==> src/rtl/rf_writeback_ctrl.sv <==
// Write-back controller: merges ALU and buffered load results into the
// register-file write port and tracks outstanding loads per register.
// Ports: CLK/reset (sync, active-high); alu_wen/alu_addr/alu_data ALU
// result; ld_issue/ld_issue_addr load issue; ld_valid/ld_ready/ld_addr/
// ld_data load result handshake; q_rs/q_rd -> hazard decode query;
// regWrite/writeAddr/writeValue registered write port; fifo_count
// occupancy; waw_err sticky write-after-write flag.
// Optional macro WB_BYPASS_EN: a load arriving with the FIFO empty and no
// ALU write skips the FIFO and reaches the write port one cycle later.
module rf_writeback_ctrl #(
  parameter int DEPTH = 4,
  parameter int CW    = 3
) (
  input  logic                     CLK,
  input  logic                     reset,
  input  logic                     alu_wen,
  input  logic [2:0]               alu_addr,
  input  logic [7:0]               alu_data,
  input  logic                     ld_issue,
  input  logic [2:0]               ld_issue_addr,
  input  logic                     ld_valid,
  output logic                     ld_ready,
  input  logic [2:0]               ld_addr,
  input  logic [7:0]               ld_data,
  input  logic [2:0]               q_rs,
  input  logic [2:0]               q_rd,
  output logic                     hazard,
  output logic                     regWrite,
  output logic [2:0]               writeAddr,
  output logic [7:0]               writeValue,
  output logic [$clog2(DEPTH):0]   fifo_count,
  output logic                     waw_err
);

  localparam int AW = $clog2(DEPTH);

  logic [10:0]   mem [DEPTH];
  logic [AW-1:0] wptr;
  logic [AW-1:0] rptr;
  logic [CW-1:0] pend [8];

  logic        full;
  logic        empty;
  logic        xfer;
  logic        byp;
  logic        push;
  logic        pop;
  logic [2:0]  head_addr;
  logic [7:0]  head_data;
  logic        dec;
  logic [2:0]  dec_addr;
  logic        inc;

  assign full      = (fifo_count == DEPTH[AW:0]);
  assign empty     = (fifo_count == '0);
  assign ld_ready  = !full;
  assign xfer      = ld_valid && ld_ready;
  assign head_addr = mem[rptr][10:8];
  assign head_data = mem[rptr][7:0];

`ifdef WB_BYPASS_EN
  assign byp = xfer && empty && !alu_wen;
`else
  assign byp = 1'b0;
`endif

  assign push = xfer && !byp;
  assign pop  = !alu_wen && !empty;

  // A load leaving for the write port retires its scoreboard entry.
  always_comb begin
    dec      = 1'b0;
    dec_addr = 3'd0;
    if (pop) begin
      dec      = 1'b1;
      dec_addr = head_addr;
    end else if (byp) begin
      dec      = 1'b1;
      dec_addr = ld_addr;
    end
  end

  assign inc = ld_issue && (ld_issue_addr != 3'd0);

  assign hazard = ((q_rs != 3'd0) && (pend[q_rs] != '0)) ||
                  ((q_rd != 3'd0) && (pend[q_rd] != '0));

  always_ff @(posedge CLK) begin
    if (push) mem[wptr] <= {ld_addr, ld_data};
  end

  always_ff @(posedge CLK) begin
    if (reset) begin
      wptr       <= '0;
      rptr       <= '0;
      fifo_count <= '0;
    end else begin
      if (push) wptr <= wptr + 1'b1;
      if (pop)  rptr <= rptr + 1'b1;
      unique case ({push, pop})
        2'b10:   fifo_count <= fifo_count + 1'b1;
        2'b01:   fifo_count <= fifo_count - 1'b1;
        default: fifo_count <= fifo_count;
      endcase
    end
  end

  // Writes to register 0 are consumed without asserting regWrite.
  always_ff @(posedge CLK) begin
    if (reset) begin
      regWrite   <= 1'b0;
      writeAddr  <= 3'd0;
      writeValue <= 8'd0;
    end else begin
      unique case (1'b1)
        alu_wen: begin
          regWrite   <= (alu_addr != 3'd0);
          writeAddr  <= alu_addr;
          writeValue <= alu_data;
        end
        pop: begin
          regWrite   <= (head_addr != 3'd0);
          writeAddr  <= head_addr;
          writeValue <= head_data;
        end
        byp: begin
          regWrite   <= (ld_addr != 3'd0);
          writeAddr  <= ld_addr;
          writeValue <= ld_data;
        end
        default: regWrite <= 1'b0;
      endcase
    end
  end

  // Saturating counters; a coincident issue and retire cancel out.
  always_ff @(posedge CLK) begin
    if (reset) begin
      for (int i = 0; i < 8; i++) pend[i] <= '0;
    end else begin
      for (int i = 1; i < 8; i++) begin
        if (inc && (ld_issue_addr == 3'(i)) &&
            !(dec && (dec_addr == 3'(i)))) begin
          if (pend[i] != '1) pend[i] <= pend[i] + 1'b1;
        end else if (dec && (dec_addr == 3'(i)) &&
                     !(inc && (ld_issue_addr == 3'(i)))) begin
          if (pend[i] != '0) pend[i] <= pend[i] - 1'b1;
        end
      end
    end
  end

  always_ff @(posedge CLK) begin
    if (reset) begin
      waw_err <= 1'b0;
    end else if (alu_wen && (alu_addr != 3'd0) &&
                 (pend[alu_addr] != '0)) begin
      waw_err <= 1'b1;
    end
  end

endmodule

==> config.mk <==
export PLATFORM = sky130hd
export DESIGN_NAME = rf_writeback_ctrl
export DESIGN_NICKNAME = d
export VERILOG_FILES = /design/src/rtl/rf_writeback_ctrl.sv
export SDC_FILE = /design/constraint.sdc
export NUM_CORES = 1
export LEC_CHECK = 0
export CAP_MARGIN = 20
export CORE_ASPECT_RATIO = 0.7
export CORE_MARGIN = 2
export CORE_UTILIZATION = 30
export DETAILED_ROUTE_END_ITERATION = 8
export DONT_BUFFER_PORTS = 1
export PLACE_DENSITY = 0.42
export SLEW_MARGIN = 20
export SYNTH_ARGS = -nofsm -noshare
export SYNTH_HDL_FRONTEND = slang
export SYNTH_SLANG_ARGS = --single-unit
==> constraint.sdc <==
create_clock -name CLK -period 8.4 [get_ports CLK]
set_input_delay 0 -clock CLK [delete_from_list [all_inputs] [get_ports CLK]]
set_output_delay 0 -clock CLK [all_outputs]
set_load 0.02 [all_outputs]
==> run_results.csv, run 1 <==
group,metric,value,unit
sta,hold_violations,0,
hold_path,worstHoldStart,"alu_addr[0]",
cells_and_area,fill_cells,1389,
drt,wl_per_cell,18.51,µm
grt,grt_max_degree,28,
clocking,cts_buffer_depth,2,
pwr,finalPower,1.283,mW
pwr,ir_drop,0.1143,mV
setup_path,cp.required,8540,ps
synth,avgSynthCellArea,12.59,µm²
floorplanning,rows,36,
synth,synth_top_area_share,44.66,%
sta,fin_setup_tns,0,ps
clocking,cts_resized,0,
grt,gr-usage-met1,21.05,%
cells_and_area,syn2layout_area_growth,17.12,%
placement,gp_congestion,0.7578,
synth,synth_largest_area_cell,"edfxtp_1",
clocking,clk_pin_slew,70,ps
cells_and_area,nNetsFinal,425,
synth,synth-seq-cells,87,
grt,grt-busiest-layer,"met2",
drt,drtIter0Drc,189,
drt,routed_via_density,4.965,
floorplanning,core-area,0.01405,mm²
sta,whs,25.92,ps
hold_path,hp-class,"in2reg",
clocking,worstSkewPairLatency,340,ps
sta,skew,8.161,ps
floorplanning,ioPinCount,54,
placement,dp_hpwl,7.248,mm
clocking,htree_levels,3,
synth,synth_common_cells,"edfxtp_1 (65), inv_1 (36), a21oi_1 (25)",
floorplanning,fp.dieW,148.3,µm
clocking,clkSinkCount,87,
synth,async_flop_share,0,%
sta,finalSetupViolCount,0,
flow_run,drv_cap,0,
pwr,pwr_density_cell,250.6,mW/mm²
synth,ys_types,60,
sta,finalCriticalPeriod,3422,ps
clocking,clockRootBuffer,"clkbuf_16",
setup_path,r2r_setup_slack,4980,ps
drt,ant_nets,0,
synth,synth_edf_count,65,
grt,met3_usage,3.799,%
synth,synth_warnings,0,
setup_path,startpoint_type,"register",
pwr,p_leak,1.794,nW
setup_path,path_class,"reg2reg",
synth,syn_nets,399,
setup_path,arrival,3560,ps
placement,dpl-instance-area,0.004558,mm²
cells_and_area,fin_area,0.005119,mm²
drt,routed_wl,10.50,mm
run_status,outcome,"finished, final reports clean",
cells_and_area,final_core_util,36.42,%
sta,worst_pin_slew,889.1,ps
grt,grtUsageMet2,21.13,%
drt,drcViolationCount,0,
drt,drt_first_pass_iters,4,
grt,grt_pass1_vias,2952,
setup_path,end_kind,"register",
sta,rsz0062_at_grt,"false",
synth,synth_area,0.004370,mm²
sta,max_freq,0.2922,GHz
sta,relSlewSlack,40.53,%
floorplanning,start_util,31.10,%
grt,grt.overflow.total,0,
floorplanning,die_h,105.0,µm
synth,synthFlopType,"edfxtp_1",
drt,num_vias,2815,
floorplanning,die_area,0.01557,mm²
clocking,cts_tree,"built",
synth,yosysMostFrequentCell,"edfxtp_1",
setup_path,crit_fanout,11,
sta,finalCritPeriodShare,40.74,%
grt,grtUsageTotal,14.46,%
synth,synth.area.top_cells,"edfxtp_1 (45%), dfxtp_1 (10%), mux4_1 (4.8%)",
placement,portBuffers,0,
cells_and_area,drive_gt1_share,9.549,%
grt,grt_pass1_wl,16.95,mm
synth,ys_seq_area_share,54.74,%
grt,antenna_found_initial,0,
clocking,numCtsBuffers,9,
synth,netlist_instances,347,
sta,finalMaxSlewViolations,0,
cells_and_area,diodes,0,
-- path summary, 6_finish.rpt --
path / to / cells after the start
hold / removal: waw_err / 3
setup reg to reg: pend[6][2] / 7
hold reg to reg: wptr[1] / 2
setup / recovery: pend[6][2] / 7
-- cell families (layout without fill, tap and decap cells) --
group / Yosys count / after routing / share of synthesized area, %
xor+xnor: 12 / 12 / 2.405
simple gates: 93 / 93 / 12.43
buf+inv: 50 / 80 / 4.523
mux: 22 / 22 / 9.448
compound gates: 67 / 67 / 10.68
flops: 87 / 87 / 54.74
fa+ha+maj: 16 / 16 / 5.783
-- worst max-delay path, stage by stage (launching register included) --
cell and delay, ps:
dfxtp_1 760, mux4_2 720, nand2b_2 290, or4_1 540, fa_1 390, xor2_1 200
nand2_1 80, o41ai_1 250
-- registers in the layout, summed over array words and instances, names as in the netlist, named ones only --
signal      cells
fifo_count      3
mem            44
pend           21
regWrite        1
rptr            2
waw_err         1
wptr            2
writeAddr       3
writeValue      8
-- what timing repair did --
item	in CTS	in global routing
hold endpoints to repair	73	0
setup buffers	0	0
hold buffers	28	0
-- placed cells by master, fill, tap and decap left out, types with 6 or more instances in the layout --
master and n:
a221oi_1 11, and3_1 6, fa_1 7, clkbuf_16 9
a21oi_1 25, edfxtp_1 65, inv_1 36, xnor2_1 7
nor3_1 10, dfxtp_1 22, mux2i_1 9, nor2_1 15
mux4_1 8, dlygate4sd3_1 27, nand2_1 22, ha_1 9
nand3_1 8
-- cell type report --
cell class,instances,area (µm²),share of cell area (%)
multi-input cells,210,1785,34.88
flip-flops and latches,87,2392,46.74
inverters,36,135.1,2.640
clock buffers,9,225.2,4.400
clock inverters,6,45.04,0.8800
well taps,190,237.7,4.644
repair buffers,29,297.8,5.818
-- where the power goes --
group	internal, mW	switching [mW]
sequential	0.524	0.0717
combinational	0.130	0.190
clock	0.200	0.166
-- per-stage QoR --
stage | instances | setup WS, ps
floorplan | 347 | 5667
global placement | 524 | 5033
detailed placement | 524 | 4964
CTS | 567 | 4945
global route | 567 | 4717
finish | 567 | 4978
-- per-layer routing --
layer  part of all wire (%)  vias up
li1                       -     1360
met1                     52     1394
met2                     43       52
met3                    4.1        9
met4                   0.90        0
met5                      0        -
Power figures use the tool's default switching activity.
==> run 2: changes to the inputs <==
--- a/config.mk
+++ b/config.mk
@@ -5,6 +5,7 @@
 export SDC_FILE = /design/constraint.sdc
 export NUM_CORES = 1
 export LEC_CHECK = 0
+export ABC_AREA = 1
 export CAP_MARGIN = 20
 export CORE_ASPECT_RATIO = 0.7
 export CORE_MARGIN = 2
==> constraint.sdc (replaced) <==
create_clock -name CLK -period 3.4 [get_ports CLK]
set_input_delay 0 -clock CLK [delete_from_list [all_inputs] [get_ports CLK]]
set_output_delay 0 -clock CLK [all_outputs]
set_load 0.02 [all_outputs]
==> run 2 against run 1 <==
Compared with the run above:
- worst setup slack got worse by 4300 ps
- die area increased by 3.1%
- sequential power increased by 140%
- combinational power increased to 2.8 times the previous value
- critical endpoint unchanged
- first-iteration DRC count decreased by 1.1%
- highest routed layer unchanged
- clock power increased to 3.1 times the previous value
- clock skew about the same
- synthesized cell count increased by 39%
- largest cell class unchanged
- via count increased by 20%
- fmax increased by 27%
- largest power group unchanged
==> run_results.csv, run 2 <==
group,metric,value,unit
drt,routed_wl,11.29,mm
synth,synth_edf_count,65,
sta,skew,8.385,ps
cells_and_area,drive_gt1_share,10.02,%
sta,finalMaxSlewViolations,0,
floorplanning,fp.dieW,150.6,µm
setup_path,path_class,"reg2reg",
synth,ys_seq_area_share,53.02,%
clocking,clockRootBuffer,"clkbuf_16",
placement,place_ws,750.0,ps
cells_and_area,fill_cells,1456,
run_status,outcome,"finished, final reports clean",
clocking,post-cts-setup-buffer-count,0,
synth,avgSynthCellArea,9.341,µm²
clocking,cts_resized,0,
sta,rsz0062_at_grt,"false",
clocking,cts_buffer_depth,2,
placement,portBuffers,0,
pwr,finalPower,3.448,mW
clocking,numCtsBuffers,9,
pwr,ir_drop,0.2714,mV
synth,synthFlopType,"edfxtp_1",
synth,synth_warnings,0,
grt,antenna_found_initial,0,
clocking,htree_levels,3,
sta,finalCritPeriodShare,78.95,%
sta,fin_setup_tns,0,ps
synth,ys_types,37,
flow_run,drv_cap,0,
cells_and_area,multi_input_area,0.001814,mm²
placement,dp.cells,673,
sta,max_freq,0.3725,GHz
synth,async_flop_share,0,%
drt,num_vias,3383,
cells_and_area,area.sequential,0.002392,mm²
synth,synth_common_cells,"nand2_1 (88), edfxtp_1 (65), inv_1 (54)",
sta,hold_violations,0,
placement,gp_congestion,0.8065,
drt,drcViolationCount,0,
synth,synth_top_area_share,43.26,%
synth,synth.area.top_cells,"edfxtp_1 (43%), dfxtp_1 (9.8%), nand2_1 (7.3%)",
cells_and_area,layout_common_cells,"nand2_1 (88), edfxtp_1 (65), inv_1 (54), nor2_1 (50), nand3_1 (31)",
setup_path,end_kind,"register",
synth,yosysMostFrequentCell,"nand2_1",
sta,whs,15.41,ps
sta,finalCriticalPeriod,2684,ps
grt,grt_max_degree,23,
setup_path,cp.required,3470,ps
setup_path,startpoint_type,"register",
placement,dp_hpwl,8.184,mm
floorplanning,die_area,0.01605,mm²
cells_and_area,final_common_cell,"nand2_1",
clocking,cts_tree,"built",
placement,dpl-instance-area,0.004750,mm²
pwr,p_leak,2.065,nW
cells_and_area,nNetsFinal,566,
cells_and_area,final_core_util,36.36,%
synth,synth_area,0.004512,mm²
sta,relSlewSlack,41.07,%
drt,drtIter0Drc,187,
floorplanning,die_h,106.6,µm
drt,wl_per_cell,15.81,µm
cells_and_area,syn2layout_area_growth,18.28,%
synth,synth_largest_area_cell,"edfxtp_1",
clocking,worstSkewPairLatency,350,ps
sta,worst_pin_slew,881.1,ps
clocking,clkSinkCount,87,
floorplanning,core-area,0.01468,mm²
grt,grt_pass1_vias,3324,
grt,grt.overflow.total,0,
sta,finalSetupViolCount,0,
cells_and_area,largest_register_ffs,44,
pwr,pwr_density_cell,646.2,mW/mm²
cells_and_area,layout_top_registers,"mem: 44 flops, pend: 21 flops, writeValue: 8 flops",
clocking,clk_pin_slew,70,ps
cells_and_area,layoutNonFillerInstCount,714,
synth,synth-seq-cells,87,
floorplanning,rows,37,
setup_path,crit_fanout,13,
sta,worst_slack,715.7,ps
floorplanning,ioPinCount,54,
grt,grtUsageTotal,15.12,%
cells_and_area,diodes,0,
drt,routed_via_density,4.738,
cells_and_area,fin_area,0.005336,mm²
synth,netlist_instances,483,
cells_and_area,regMostFlops,"mem",
drt,drt_first_pass_iters,5,
grt,grt_pass1_wl,18.11,mm
drt,ant_nets,0,
hold_path,hp-class,"in2reg",
synth,syn_nets,535,
floorplanning,start_util,30.74,%
setup_path,arrival,2750,ps
## run 2: cell count changes after synthesis, sizes merged, moves of 5 or more
cell,delta
a221oi,-11
a31oi,+5
and3,-5
inv,+20
mux2i,-8
mux4,-13
nand2,+75
nand3,+27
nand4,+14
nor2,+42
o21ai,+24
o22ai,+7
## run 2: worst paths after layout
check | cells past startpoint | endpoint | from | slack, ps
worst max-delay path | 12 | pend[6][2] | fifo_count[2] | 720
worst min-delay path | 4 | regWrite | alu_addr[1] | 20
worst max register to register | 12 | pend[6][2] | fifo_count[2] | 720
worst min register to register | 2 | rptr[0] | rptr[0] | 520
## run 2: final cells by class
type                            instances  share of cell area (%)
Sequential cell                        87                   44.83
Multi-Input combinational cell        323                   34.00
Timing Repair Buffer                   36                   6.237
Tap cell                              195                   4.572
Clock buffer                           10                   4.478
Inverter                               57                   4.056
Clock inverter                          6                   1.829
## run 2: per-layer routing
metal	vias to the layer above	share of wire, %	global-route usage, %
met1	1578	49	21.68
met3	16	5.7	4.170
li1	1712	-	-
met5	-	0	0
met2	77	43	21.66
met4	0	2.5	5.674
## run 2: what timing repair did
action	CTS	global route
endpoints found under the setup margin	0	0
hold buffers	25	0
endpoints found under the hold margin	64	0
## run 2: cell families after synthesis
| family | Yosys count | share of synthesized area, % |
|---|---|---|
| buf+inv | 73 | 6.766 |
| compound gates | 79 | 9.789 |
| simple gates | 220 | 23.24 |
| flops | 87 | 53.02 |
| fa+ha+maj | 16 | 5.602 |
| mux | 1 | 0.2219 |
| xor+xnor | 7 | 1.359 |
## run 2: critical path: stages (launching register included)
cell	delay, ps
dfxtp_1	510
inv_1	330
nand2_1	210
nand2_4	110
inv_1	100
nand2_1	90
nor2_4	150
nand4_1	110
fa_1	390
xnor2_1	180
nand4_1	110
nand2_1	70
nor2_1	40
## run 2: power breakdown
| group | switching [mW] | total (mW) | internal (mW) |
|---|---|---|---|
| clock network | 0.440 | 1.12 | 0.676 |
| logic | 0.596 | 0.881 | 0.285 |
| registers | 0.156 | 1.45 | 1.29 |
==> run 3: changes to the inputs <==
--- a/config.mk
+++ b/config.mk
@@ -5,7 +5,7 @@
 export SDC_FILE = /design/constraint.sdc
 export NUM_CORES = 1
 export LEC_CHECK = 0
-export ABC_AREA = 1
+export ABC_AREA = 0
 export CAP_MARGIN = 20
 export CORE_ASPECT_RATIO = 0.7
 export CORE_MARGIN = 2
==> constraint.sdc (replaced) <==
create_clock -name CLK -period 2.7 [get_ports CLK]
set_input_delay 0 -clock CLK [delete_from_list [all_inputs] [get_ports CLK]]
set_output_delay 0 -clock CLK [all_outputs]
set_load 0.02 [all_outputs]
==> run 3 against run 2 <==
Compared with the run above:
- clock skew hardly changed
- clock power grew 8%
- register-to-register slack got worse by 590 ps
- via count shrank 14%
- wire length down 7.9%
==> run_results.csv, run 3 (synthesized netlist as in run 1, its figures left out) <==
group,metric,value,unit
placement,gp_congestion,0.7899,
grt,grt_pass1_vias,2937,
cells_and_area,regMostFlops,"mem",
drt,drcViolationCount,0,
clocking,clk_pin_slew,60,ps
cells_and_area,fin_area,0.005411,mm²
flow_run,drv_cap,0,
pwr,pwr_density_cell,789.9,mW/mm²
clocking,clkSinkCount,87,
floorplanning,ioPinCount,54,
sta,finalCriticalPeriod,2578,ps
setup_path,path_class,"reg2reg",
clocking,numCtsBuffers,9,
sta,worst_slack,121.7,ps
drt,wl_per_cell,17.46,µm
cells_and_area,drive_gt1_share,17.28,%
pwr,p_sw,1.421,mW
placement,portBuffers,0,
cells_and_area,fill_cells,1362,
sta,max_freq,0.3879,GHz
clocking,htree_levels,3,
cells_and_area,layout_common_cells,"edfxtp_1 (65), inv_1 (36), dlygate4sd3_1 (31), a21oi_1 (25), buf_4 (23)",
cells_and_area,diodes,0,
sta,finalMaxSlewViolations,0,
clocking,clockRootBuffer,"clkbuf_16",
pwr,ir_drop,0.3650,mV
grt,grt_pass1_wl,16.57,mm
cells_and_area,final_common_cell,"edfxtp_1",
sta,finalCritPeriodShare,95.49,%
pwr,pwr-share-seq,41.9,%
sta,fin_setup_tns,0,ps
drt,ant_nets,0,
pwr,combPwrFrac,29.8,%
sta,finalSetupViolCount,0,
floorplanning,start_util,31.10,%
setup_path,reg2reg_to,"pend[6][2]",
setup_path,endpoint,"pend[6][2]",
setup_path,end_kind,"register",
cells_and_area,largest_register_ffs,44,
sta,hold_violations,0,
drt,routed_via_density,4.874,
cells_and_area,layoutNonFillerInstCount,595,
drt,drtIter0Drc,207,
setup_path,startpoint_type,"register",
clocking,cts_tree,"built",
setup_path,arrival,2660,ps
hold_path,hp-class,"in2reg",
drt,drt_first_pass_iters,4,
setup_path,r2r_setup_slack,120,ps
floorplanning,fp.dieW,148.3,µm
placement,dp_hpwl,7.289,mm
setup_path,crit_fanout,5,
sta,worst_pin_slew,942.5,ps
cells_and_area,nNetsFinal,452,
floorplanning,die_area,0.01557,mm²
setup_path,reg2reg_depth,10,
clocking,worstSkewPairLatency,350,ps
setup_path,cp.required,2780,ps
sta,whs,33.85,ps
pwr,p_leak,1.966,nW
cells_and_area,syn2layout_area_growth,23.82,%
placement,place_ws,58.51,ps
pwr,p_int,2.853,mW
drt,num_vias,2900,
pwr,swShare,33.25,%
placement,dpl-instance-area,0.004721,mm²
pwr,finalPower,4.275,mW
clocking,cts_buffer_depth,2,
sta,relSlewSlack,36.96,%
grt,antenna_found_initial,0,
pwr,clock_power_share,28.3,%
placement,dp.cells,545,
floorplanning,core-area,0.01405,mm²
floorplanning,rows,36,
run_status,outcome,"finished, final reports clean",
grt,grt.overflow.total,0,
grt,grt_max_degree,28,
sta,skew,8.703,ps
sta,rsz0062_at_grt,"false",
drt,routed_wl,10.39,mm
floorplanning,die_h,105.0,µm
grt,grtUsageTotal,14.07,%
cells_and_area,final_core_util,38.51,%
cells_and_area,layout_top_registers,"mem: 44 flops, pend: 21 flops, writeValue: 8 flops",
-- run 3: changes by cell type in the layout (fill, tap and decap cells not counted), moves of 6 or more --
cell,before,now
dlygate4sd3_1,25,31
nand4_1,16,1
a221oi_1,0,11
nand3_1,31,8
o22ai_1,8,1
mux2i_1,1,9
nor2_1,50,15
o21ai_0,30,5
mux4_1,0,8
inv_1,54,36
nand2_1,88,21
buf_4,11,23
-- run 3: power by group through the flow --
stage                     Combinational [mW]  Clock (mW)  Sequential [mW]
after CTS                               1.24        1.25             1.79
final                                   1.27        1.21             1.79
after floorplan                        0.783           0             1.80
after detailed placement                1.16           0             1.82
after global routing                    1.41        1.29             1.82
after global placement                  1.16           0             1.82
-- run 3: metal layers --
metal	up-vias	wire length, µm	track usage (%)
met5	-	0	0
met1	1418	5214	20.47
met3	7	619	3.581
met2	66	4465	20.67
met4	0	91	4.014
li1	1409	-	-
-- run 3: what timing repair did --
| action | 4_1_cts | 5_1_grt |
|---|---|---|
| setup buffers | 0 | 2 |
| hold buffers | 32 | 0 |
| endpoints found under the setup margin | 0 | 5 |
| resized for setup | 0 | 11 |
| hold endpoints to repair | 73 | 0 |
-- run 3: cell type report --
cell class,count,area (µm²),share of cell area (%)
multi-input cells,210,1841,34.01
clock buffers,10,239.0,4.416
well taps,190,237.7,4.393
repair buffers,56,514.2,9.503
flip-flops and latches,87,2394,44.23
inverters,36,135.1,2.497
clock inverters,6,51.30,0.9480
-- run 3: critical path, cell delays in order (launching register included) --
cell     delay, ps
dfxtp_2        330
buf_6          130
mux4_2         390
buf_4          130
nand3_2         70
or4_4          490
fa_2           390
xor2_2         150
nor2_1          60
o31ai_1         80
o41ai_2        110
-- run 3: worst min path at each step --
| stage | cells past startpoint | endpoint | slack [ps] | from |
|---|---|---|---|---|
| floorplan | 0 | mem[0][0] | 100 | ld_data[0] |
| detailed placement | 1 | writeValue[1] | 90 | reset |
| finish | 3 | pend[2][1] | 30 | ld_issue_addr[0] |
| global route | 3 | waw_err | 60 | alu_addr[0] |
| CTS | 3 | pend[2][2] | 20 | ld_issue_addr[0] |
| global placement | 1 | rptr[0] | 90 | reset |
